===== src/rtl/edge_event_arbiter.sv =====
// Purpose : synchronise N_CH async levels, detect per-channel edges, queue one event per channel, hand them out round-robin.
// Latency : SYNC_STAGES+3 clock edges from the first edge that samples a changed input to evt_valid (5 at default).
// Backpress: evt_valid/evt_id/evt_rise hold while evt_ready=0; a second edge on a channel whose event is still queued is dropped and flagged in overflow.
//
// Ports:
//   clk, rst_n         clock (rising edge) and asynchronous active-low reset
//   sig[N_CH]          raw asynchronous level inputs
//   edge_sel[2*N_CH]   per-channel mode at [2i+1:2i]: 00 off, 01 rising, 10 falling, 11 both
//   evt_valid/evt_ready, evt_id, evt_rise   event handshake, channel index and polarity (1 rising)
//   pending[N_CH]      per-channel queued-event flags
//   overflow[N_CH]     sticky per-channel dropped-event flags, cleared by ovf_clr
module edge_event_arbiter #(
    parameter int N_CH        = 4,
    parameter int SYNC_STAGES = 2,
    parameter int IDW         = (N_CH > 1) ? $clog2(N_CH) : 1
) (
    input  logic                clk,
    input  logic                rst_n,
    input  logic [N_CH-1:0]     sig,
    input  logic [2*N_CH-1:0]   edge_sel,
    output logic                evt_valid,
    output logic [IDW-1:0]      evt_id,
    output logic                evt_rise,
    input  logic                evt_ready,
    output logic [N_CH-1:0]     pending,
    output logic [N_CH-1:0]     overflow,
    input  logic                ovf_clr
);

    localparam int ARM_MAX = SYNC_STAGES + 1;
    localparam int AW      = $clog2(ARM_MAX + 1);

    // ------------------------------------------------------------------
    // Synchroniser chain, delay flop and arm counter
    // ------------------------------------------------------------------
    logic [N_CH-1:0] r_sync [SYNC_STAGES];
    logic [N_CH-1:0] r_dly;
    logic [AW-1:0]   r_arm;

    always_ff @(posedge clk or negedge rst_n) begin
        if (!rst_n) begin
            for (int k = 0; k < SYNC_STAGES; k++) begin
                r_sync[k] <= '0;
            end
            r_dly <= '0;
            r_arm <= '0;
        end else begin
            r_sync[0] <= sig;
            for (int k = 1; k < SYNC_STAGES; k++) begin
                r_sync[k] <= r_sync[k-1];
            end
            r_dly <= r_sync[SYNC_STAGES-1];
            if (r_arm != AW'(ARM_MAX)) begin
                r_arm <= r_arm + 1'b1;
            end
        end
    end

    // The chain and delay flop come out of reset at 0, so an input held high
    // through reset looks like a rising edge a few cycles later; the arm
    // counter masks that window.
    logic            w_armed;
    logic [N_CH-1:0] w_rise;
    logic [N_CH-1:0] w_fall;
    logic [N_CH-1:0] w_qe;

    assign w_armed = (r_arm == AW'(ARM_MAX));
    assign w_rise  = r_sync[SYNC_STAGES-1] & ~r_dly;
    assign w_fall  = ~r_sync[SYNC_STAGES-1] & r_dly;

    always_comb begin
        w_qe = '0;
        for (int i = 0; i < N_CH; i++) begin
            w_qe[i] = w_armed & ((edge_sel[2*i]   & w_rise[i]) |
                                 (edge_sel[2*i+1] & w_fall[i]));
        end
    end

    // Registered qualified edge and its polarity.
    logic [N_CH-1:0] r_qe;
    logic [N_CH-1:0] r_qpol;

    always_ff @(posedge clk or negedge rst_n) begin
        if (!rst_n) begin
            r_qe   <= '0;
            r_qpol <= '0;
        end else begin
            r_qe   <= w_qe;
            r_qpol <= w_rise;
        end
    end

    // ------------------------------------------------------------------
    // Round-robin selection among pending channels
    // ------------------------------------------------------------------
    logic [N_CH-1:0] r_pending;
    logic [N_CH-1:0] r_pol;
    logic [N_CH-1:0] r_overflow;
    logic [IDW-1:0]  r_last;
    logic            r_valid;
    logic [IDW-1:0]  r_id;
    logic            r_rise;

    logic            w_found;
    logic [IDW-1:0]  w_gnt_id;
    logic [IDW-1:0]  w_idx;
    logic            w_load;
    logic [N_CH-1:0] w_gnt_oh;

    always_comb begin
        w_found  = 1'b0;
        w_gnt_id = '0;
        w_idx    = '0;
        for (int k = 1; k <= N_CH; k++) begin
            w_idx = IDW'((int'(r_last) + k) % N_CH);
            if (!w_found && r_pending[w_idx]) begin
                w_found  = 1'b1;
                w_gnt_id = w_idx;
            end
        end
    end

    // Output slot is free when empty or being drained this cycle, which lets
    // back-to-back events stream without a bubble.
    assign w_load   = (!r_valid || evt_ready) && w_found;
    assign w_gnt_oh = w_load ? ({{(N_CH-1){1'b0}}, 1'b1} << w_gnt_id) : '0;

    // ------------------------------------------------------------------
    // Per-channel queue and overflow next state
    // ------------------------------------------------------------------
    logic [N_CH-1:0] w_pend_nxt;
    logic [N_CH-1:0] w_pol_nxt;
    logic [N_CH-1:0] w_ovf_nxt;

    always_comb begin
        w_pend_nxt = r_pending;
        w_pol_nxt  = r_pol;
        w_ovf_nxt  = ovf_clr ? '0 : r_overflow;
        for (int i = 0; i < N_CH; i++) begin
            if (r_qe[i] && (!r_pending[i] || w_gnt_oh[i])) begin
                // Free slot, or slot vacated by this cycle's grant: store it.
                w_pend_nxt[i] = 1'b1;
                w_pol_nxt[i]  = r_qpol[i];
            end else if (r_qe[i]) begin
                // Slot still occupied: keep the older event, drop this one.
                w_ovf_nxt[i]  = 1'b1;
            end else if (w_gnt_oh[i]) begin
                w_pend_nxt[i] = 1'b0;
            end
        end
    end

    always_ff @(posedge clk or negedge rst_n) begin
        if (!rst_n) begin
            r_pending  <= '0;
            r_pol      <= '0;
            r_overflow <= '0;
            r_last     <= IDW'(N_CH - 1);
            r_valid    <= 1'b0;
            r_id       <= '0;
            r_rise     <= 1'b0;
        end else begin
            r_pending  <= w_pend_nxt;
            r_pol      <= w_pol_nxt;
            r_overflow <= w_ovf_nxt;
            if (w_load) begin
                r_valid <= 1'b1;
                r_id    <= w_gnt_id;
                r_rise  <= r_pol[w_gnt_id];
                r_last  <= w_gnt_id;
            end else if (r_valid && evt_ready) begin
                r_valid <= 1'b0;
            end
        end
    end

    assign evt_valid = r_valid;
    assign evt_id    = r_id;
    assign evt_rise  = r_rise;
    assign pending   = r_pending;
    assign overflow  = r_overflow;

endmodule


===== config.mk =====
export PLATFORM = sky130hd
export DESIGN_NAME = edge_event_arbiter
export DESIGN_NICKNAME = d
export VERILOG_FILES = /design/src/rtl/edge_event_arbiter.sv
export SDC_FILE = /design/constraint.sdc
export NUM_CORES = 1
export LEC_CHECK = 0
export CAP_MARGIN = 10
export CORE_ASPECT_RATIO = 0.6
export CORE_UTILIZATION = 35
export DETAILED_ROUTE_END_ITERATION = 7
export HOLD_SLACK_MARGIN = 0.1
export PLACE_DENSITY = 0.56
export SYNTH_ARGS = -nofsm -noshare
export SYNTH_HDL_FRONTEND = slang
export SYNTH_SLANG_ARGS = --single-unit
export TNS_END_PERCENT = 100

===== constraint.sdc =====
create_clock -name clk -period 1.4 [get_ports clk]
set_input_delay 0.28 -clock clk [delete_from_list [all_inputs] [get_ports clk]]
set_output_delay 0.28 -clock clk [all_outputs]
set_load 0.02 [all_outputs]

==> results of run 1 <==
power by group through the flow:
stage	combinational [mW]	sequential [mW]	clock, mW
finish	1.96	1.64	0.765
global route	2.12	1.69	0.847
CTS	1.85	1.64	0.785
detailed placement	1.74	1.66	0
global placement	1.71	1.65	0
floorplan	0.743	1.77	0
worst max-delay path, cell delays in order, from the launching register on:
cell      delay (ns)
dfrtp_2         0.43
or3b_4          0.40
o221a_4         0.14
nand2b_4        0.16
o21a_1          0.21
or2_1           0.20
per-stage QoR:
stage,util,worst slack (ns)
2_1_floorplan,-,-0.201
3_3_place_gp,0.492,-0.296
3_5_place_dp,0.492,-0.329
4_1_cts,0.525,-0.230
5_1_grt,0.530,-0.301
6_report,0.530,-0.257
per-layer routing:
metal | global-route usage | up-vias | wire [µm]
met5 | 0 | - | 0
met4 | 0.0902 | 0 | 40
met3 | 0.0468 | 6 | 161
met2 | 0.253 | 32 | 1470
met1 | 0.210 | 557 | 1480
li1 | - | 558 | -
flip-flops by register name, summed over array words and instances, names as in the netlist, 4 cells and up:
signal    flops
overflow      4
pending       4
r_dly         4
r_pol         4
r_qe          4
r_qpol        4
r_sync        8
cells by family (layout without fill, tap and decap cells):
family | Yosys count | in the layout | synth area share
flip-flops | 40 | 40 | 0.656
AND/OR/NAND/NOR | 39 | 39 | 0.138
AO/OA/AOI/OAI | 34 | 34 | 0.144
buffers and inverters | 11 | 70 | 0.0278
multiplexers | 3 | 3 | 0.0204
adder cells (fa/ha/maj) | 1 | 1 | 0.00818
XOR/XNOR | 1 | 1 | 0.00572
worst paths after layout:
kind,cells past startpoint,slack [ns],end,start
min reg2reg,0,0.36,r_sync[0]$_DFF_PN0_,r_sync[4]$_DFF_PN0_
min,0,0.36,r_sync[0]$_DFF_PN0_,r_sync[4]$_DFF_PN0_
max in group asynchronous,3,0.50,r_last[1]$_DFFE_PN1P_,rst_n
min in group asynchronous,2,0.39,r_sync[7]$_DFF_PN0_,rst_n
max reg2reg,5,-0.26,pending[1]$_DFFE_PN0P_,pending[1]$_DFFE_PN0P_
max,5,-0.26,pending[1]$_DFFE_PN0P_,pending[1]$_DFFE_PN0P_
placed cells by master, fill, tap and decap left out, types with 5 or more instances in the layout:
master and count:
nor2b_1 6, clkdlybuf4s50_1 14, buf_4 23, inv_1 10
o21ai_0 12, nand2_1 12, dfrtp_1 35, clkbuf_8 5
dlygate4sd2_1 8
area by class of cell:
cell class	instances	share of cell area
clock inverters	3	0.00854
inverters	10	0.0171
repair buffers	52	0.202
multi-input cells	78	0.249
clock buffers	5	0.0313
well taps	60	0.0341
flip-flops and latches	40	0.458
timing repair:
action,CTS,global route
endpoints found under the hold margin,11,0
setup buffers,2,2
pin swaps,4,5
hold buffers,1,0
resized for setup,33,3
endpoints found under the setup margin,29,18
==> key figures, run 1 <==
Synth
  – Warning count from the yosys run: 0
  – Mean cell area of the mapped netlist: 11.9 µm²
  – Top area cells in the synthesized netlist: dfrtp_1 62%, o21ai_0 4.3%, dfstp_2 3.4%
  – Top-count cell post-synth: dfrtp_1
  – Synth top area share: 0.621
  – Combined area of all synthesized cells: 1530 µm²
  – Syn Nets: 146
  – Number of enable-type register cells in the synthesized netlist: 0
  – Synthesized flop and latch total: 40
  – Leading cell types by count after synthesis: 38 x dfrtp_1, 13 x o21ai_0, 12 x nand2_1, 10 x inv_1, 7 x nor2b_1
  – Synth async-reset ratio: 1.00
  – Number of unique standard cell types used by synthesis: 31
  – Fraction of the yosys area taken by sequential cells: 0.656
  – Leading register cell type out of synthesis: dfrtp_1
  – Library cell with the largest summed area after synthesis: dfrtp_1
  – Mapped Cells: approximately 130

Power
  – Leakage: around 0.99 nW
  – Switching portion of total power: 0.349
  – Clock share of power: 0.175
  – Comb pwr share: 0.449
  – Maximum vdd drop: 577 µV
  – Post-layout total power: ~4.4 mW
  – Sw power: 1.52 mW
  – Part of the power in registers: 0.376
  – Power per cell area: 1990 nW/µm²
  – Cell Int Power: between 2 and 3 mW

Outcome
  – Result of the run: complete, but fails checks
  – Failing checks: setup timing

Floorplanning
  – Die area: ~4600 µm²
  – Number of placement rows: 18
  – I/O Pins: 28
  – Floorplan Core Area: roughly 4100 µm²
  – Effective utilization at floorplan: 0.369
  – DIE HEIGHT: between 50 and 60 µm
  – Die Span X: about 87 µm

Final layout
  – Final std cells w/o fill: 248
  – Multi-input gate area: 547 µm²
  – Antenna cells: 0
  – Number of nets in the layout: 204
  – Ratio of cells with drive above 1 in the final layout: 0.298
  – Fill cells: 392
  – Area Growth Syn to Fin: 43.7%
  – Register Area: around 1000 µm²
  – Post-route cell area: 2200 µm²

Drt
  – Wire length after detailed routing: 3.15 mm
  – Number of remaining DRC errors: 0
  – Detailed-route wire length per cell: between 10 and 15 µm
  – Number of optimization iterations in the first detailed-route pass: 4
  – Via/cell ratio: ~4.6
  – Starting DRT DRC Count: 38
  – Antenna-violating nets left: 0
  – Total number of vias: 1153

Placement
  – Total placed instance area: 2040 µm²
  – Port-buffer cells: 27
  – Placed wire-length estimate: 2.22 mm
  – Placed cell count: 235
  – Routability congestion estimate: 0.779

Global routing
  – Overall global routing resource usage: 0.164
  – Wire length of the first global-routing pass: 5.31 mm
  – GRT Residual Overflow: 0
  – Initial antenna violation count: 0
  – Pin count of the biggest net entering global routing: 30
  – Via count of the first global-routing pass: 1126

CTS
  – Total clock sinks: 40
  – Buffer cell driving the clock tree root: clkbuf_8
  – Clock-pin transition on the worst setup and hold timing paths: 0.08 ns
  – Maximum number of buffers from clock root to sink: 2
  – Number of H-tree levels: 2
  – TritonCTS clock tree: done
  – Clock buffers created by TritonCTS: 5
  – Worst skew pair latency: 0.29 ns

STA
  – Transition time at the pin with the least slew margin: 0.293 ns
  – Worst clock skew: 0.00459 ns
  – Number of hold-slack violations in the final timing report: 0
  – Relative slew slack: 0.803
  – Highest clock frequency the design can meet: 604 MHz
  – Final setup violation count: 15
  – Clock period minus worst slack: about 1.7 ns
  – Crit share post-route: 1.18
  – Post-layout worst setup margin: -0.257 ns
  – Total count of max-transition violations in the final report: 0
  – Setup TNS: -2.71 ns
  – Final hold slack: about 0.36 ns
  – Setup repair after global routing missed its margin: true

Setup path
  – Maximum net fanout on the critical path: 7
  – Type of the worst setup path: flip-flop to flip-flop
  – Launching element type of the critical path: flip-flop
  – Data arrival time of the worst path: 1.84 ns
  – Required @ worst endpoint: 1.58 ns
  – Crit end category: flip-flop

Flow run
  – Number of maximum-capacitance constraint violations: 0

Worst hold path
  – Hold crit path type: flip-flop to flip-flop
Power figures use the tool's default switching activity.
==> run 2, diff against run 1 <==
--- a/config.mk
+++ b/config.mk
@@ -11,6 +11,7 @@
 export DETAILED_ROUTE_END_ITERATION = 7
 export HOLD_SLACK_MARGIN = 0.1
 export PLACE_DENSITY = 0.56
+export REMOVE_ABC_BUFFERS = 1
 export SYNTH_ARGS = -nofsm -noshare
 export SYNTH_HDL_FRONTEND = slang
 export SYNTH_SLANG_ARGS = --single-unit
==> run 2 against run 1 <==
The run still ends with setup timing left. Via count is 2.3% lower. Count of clock-buffer cells in the layout did not move. Total power grew 6.2%. Combinational power grew 4%. Final area up 2.7%. Non-clock buffer count down 1. Fmax is 0.90% higher. Sequential power is essentially flat. Flip-flop and latch count unchanged. Hold slack lost 0.0023 ns. Critical endpoint unchanged. Largest power group unchanged.
==> key figures, run 2 (synthesized netlist as in run 1, its figures left out) <==
Outcome
  – Result of the run: complete, but fails checks (unchanged)
  – Failing checks: setup timing (unchanged)

Power
  – Leakage: 0.994 nW (was 0.985 nW)
  – Post-layout total power: 4.64 mW (was 4.37 mW)
  – Power per cell area: 2050 nW/µm² (was 1990 nW/µm²)
  – Maximum vdd drop: 711 µV (was 577 µV)

STA
  – Post-layout worst setup margin: -0.242 ns (was -0.257 ns)
  – Setup repair after global routing missed its margin: true (unchanged)
  – Worst clock skew: 0.00571 ns (was 0.00459 ns)
  – Highest clock frequency the design can meet: 609 MHz (was 604 MHz)
  – Relative slew slack: 0.809 (was 0.803)
  – Number of hold-slack violations in the final timing report: 0 (unchanged)
  – Total count of max-transition violations in the final report: 0 (unchanged)
  – Final hold slack: 0.353 ns (was 0.355 ns)
  – Final setup violation count: 17 (was 15)
  – Clock period minus worst slack: 1.64 ns (was 1.66 ns)
  – Transition time at the pin with the least slew margin: 0.283 ns (was 0.293 ns)
  – Crit share post-route: 1.17 (was 1.18)

CTS
  – Number of H-tree levels: 2 (unchanged)
  – Total clock sinks: 40 (unchanged)
  – Maximum number of buffers from clock root to sink: 2 (unchanged)
  – Clock buffers created by TritonCTS: 5 (unchanged)
  – Clock-pin transition on the worst setup and hold timing paths: 0.08 ns (about the same)
  – Buffer cell driving the clock tree root: clkbuf_8 (unchanged)
  – TritonCTS clock tree: done (unchanged)
  – Worst skew pair latency: 0.29 ns (about the same)

Floorplanning
  – Number of placement rows: 18 (unchanged)
  – Effective utilization at floorplan: 0.369 (unchanged)
  – Die Span X: 87.4 µm (unchanged)
  – I/O Pins: 28 (unchanged)
  – DIE HEIGHT: 53.2 µm (unchanged)
  – Floorplan Core Area: 4140 µm² (unchanged)
  – Die area: 4650 µm² (unchanged)

Drt
  – Starting DRT DRC Count: 29 (was 38)
  – Sum of met3 wire segment lengths after detailed routing: 114 µm (was 161 µm)
  – Sum of routed wire segments on met1: 1.50 mm (was 1.48 mm)
  – Number of optimization iterations in the first detailed-route pass: 4 (unchanged)
  – Detailed-route wire length per cell: 12.2 µm (was 12.7 µm)
  – Via/cell ratio: 4.56 (was 4.65)
  – Antenna-violating nets left: 0 (unchanged)
  – Number of remaining DRC errors: 0 (unchanged)
  – Total number of vias: 1127 (was 1153)
  – Wire length after detailed routing: 3.02 mm (was 3.15 mm)
  – Sum of met2 wire segment lengths after detailed routing: 1.40 mm (was 1.47 mm)
  – Uppermost signal routing layer after detailed routing: met4 (unchanged)

Global routing
  – Overall global routing resource usage: 0.151 (was 0.164)
  – Via count of the first global-routing pass: 1091 (was 1126)
  – Wire length of the first global-routing pass: 5.02 mm (was 5.31 mm)
  – Initial antenna violation count: 0 (unchanged)
  – Pin count of the biggest net entering global routing: 41 (was 30)
  – GRT Residual Overflow: 0 (unchanged)

Setup path
  – Capturing point of the worst reg2reg path: pending[1]$_DFFE_PN0P_ (unchanged)
  – Internal reg-to-reg setup slack: -0.24 ns (was -0.26 ns)
  – Required @ worst endpoint: 1.58 ns (about the same)
  – Data arrival time of the worst path: 1.82 ns (was 1.84 ns)
  – Launching element type of the critical path: flip-flop (unchanged)
  – Maximum net fanout on the critical path: 8 (was 7)
  – Crit end category: flip-flop (unchanged)
  – Worst r2r src: pending[1]$_DFFE_PN0P_ (unchanged)
  – Type of the worst setup path: flip-flop to flip-flop (unchanged)
  – Depth of the worst register-to-register path: 5 (unchanged)

Final layout
  – Ratio of cells with drive above 1 in the final layout: 0.316 (was 0.298)
  – Area Growth Syn to Fin: 47.6% (was 43.7%)
  – Number of nets in the layout: 203 (was 204)
  – Fill cells: 372 (was 392)
  – Most used cells in the layout excluding fill and tap cells: 35 x dfrtp_1, 20 x buf_4, 14 x clkdlybuf4s50_1, 12 x nand2_1, 11 x o21ai_0 (was 35 x dfrtp_1, 23 x buf_4, 14 x clkdlybuf4s50_1, 12 x nand2_1, 12 x o21ai_0)
  – Antenna cells: 0 (unchanged)
  – Largest Register: r_sync (unchanged)
  – Final std cells w/o fill: 247 (was 248)
  – Flip-flop count of the largest register after layout: 8 (unchanged)
  – Final core utilization: 0.545 (was 0.530)
  – Commonest non-fill, non-tap cell in the layout: dfrtp_1 (unchanged)

Placement
  – Placed cell count: 235 (unchanged)
  – Port-buffer cells: 27 (unchanged)
  – Routability congestion estimate: 0.756 (was 0.779)
  – Placed wire-length estimate: 2.14 mm (was 2.22 mm)

Worst hold path
  – Hold crit path type: flip-flop to flip-flop (unchanged)
  – Beginning of the worst hold path: r_sync[6]$_DFF_PN0_ (was r_sync[4]$_DFF_PN0_)
  – Worst hold path cell count: 0 (unchanged)
  – Endpoint of the worst hold-timing path: r_sync[2]$_DFF_PN0_ (was r_sync[0]$_DFF_PN0_)

Flow run
  – Number of maximum-capacitance constraint violations: 0 (unchanged)
-- run 2: where the power goes --
| group | internal (mW) | leakage, nW | switching (mW) |
|---|---|---|---|
| sequential | 1.42 | 0.471 | 0.229 |
| clock | 0.537 | 0.0548 | 0.412 |
| combinational | 1.09 | 0.467 | 0.946 |
| total | 3.05 | 0.994 | 1.59 |
-- run 2: timing repair --
action                                  CTS  global route
setup buffers                             2             1
endpoints found under the hold margin    38             0
pin swaps                                 4             2
hold buffers                              1             0
resized for setup                        35            12
endpoints found under the setup margin   29            18
-- run 2: through the flow --
step                      cell area [µm²]  worst slack [ns]  TNS (ns)
after global placement               2030            -0.281     -3.41
final                                2260            -0.242     -2.64
after floorplan                      1530            -0.277     -2.59
after CTS                            2220            -0.222     -2.40
after global routing                 2260            -0.306     -3.98
after detailed placement             2030            -0.317     -3.75
-- run 2: critical path, stage by stage (launching register included) --
cell,delay (ns)
dfrtp_2,0.45
or3b_1,0.38
o221a_4,0.13
nand2b_4,0.16
o21a_1,0.20
or2_1,0.21
-- run 2: how the worst max path moves through the flow --
stage | to | slack [ns] | cells past startpoint | startpoint
after floorplan | pending[0]$_DFFE_PN0P_ | -0.28 | 5 | pending[1]$_DFFE_PN0P_
after global placement | pending[2]$_DFFE_PN0P_ | -0.28 | 5 | pending[1]$_DFFE_PN0P_
after detailed placement | pending[2]$_DFFE_PN0P_ | -0.32 | 5 | pending[1]$_DFFE_PN0P_
after CTS | pending[1]$_DFFE_PN0P_ | -0.22 | 5 | pending[1]$_DFFE_PN0P_
after global routing | pending[1]$_DFFE_PN0P_ | -0.31 | 5 | pending[1]$_DFFE_PN0P_
final | pending[1]$_DFFE_PN0P_ | -0.24 | 5 | pending[1]$_DFFE_PN0P_
-- run 2: per-layer routing --
layer | vias up | GRT usage
li1 | 555 | -
met1 | 553 | 0.199
met2 | 17 | 0.240
met3 | 2 | 0.0468
met4 | 0 | 0.0492
met5 | - | 0
-- run 2: layout make-up --
| class | count | area [µm²] | share of cell area |
|---|---|---|---|
| flip-flops and latches | 40 | 1010 | 0.446 |
| clock buffers | 5 | 68.8 | 0.0305 |
| clock inverters | 3 | 46.3 | 0.0205 |
| repair buffers | 51 | 449 | 0.199 |
| inverters | 10 | 37.5 | 0.0166 |
| multi-input cells | 78 | 574 | 0.254 |
| well taps | 60 | 75.1 | 0.0332 |
==> run 3, diff against run 2 <==
--- a/config.mk
+++ b/config.mk
@@ -5,6 +5,7 @@
 export SDC_FILE = /design/constraint.sdc
 export NUM_CORES = 1
 export LEC_CHECK = 0
+export ABC_CLOCK_PERIOD_IN_PS = 1400
 export CAP_MARGIN = 10
 export CORE_ASPECT_RATIO = 0.6
 export CORE_UTILIZATION = 35
==> results of run 3 <==
Same layout as run 2: the final DEF is identical, and so are final timing and power.
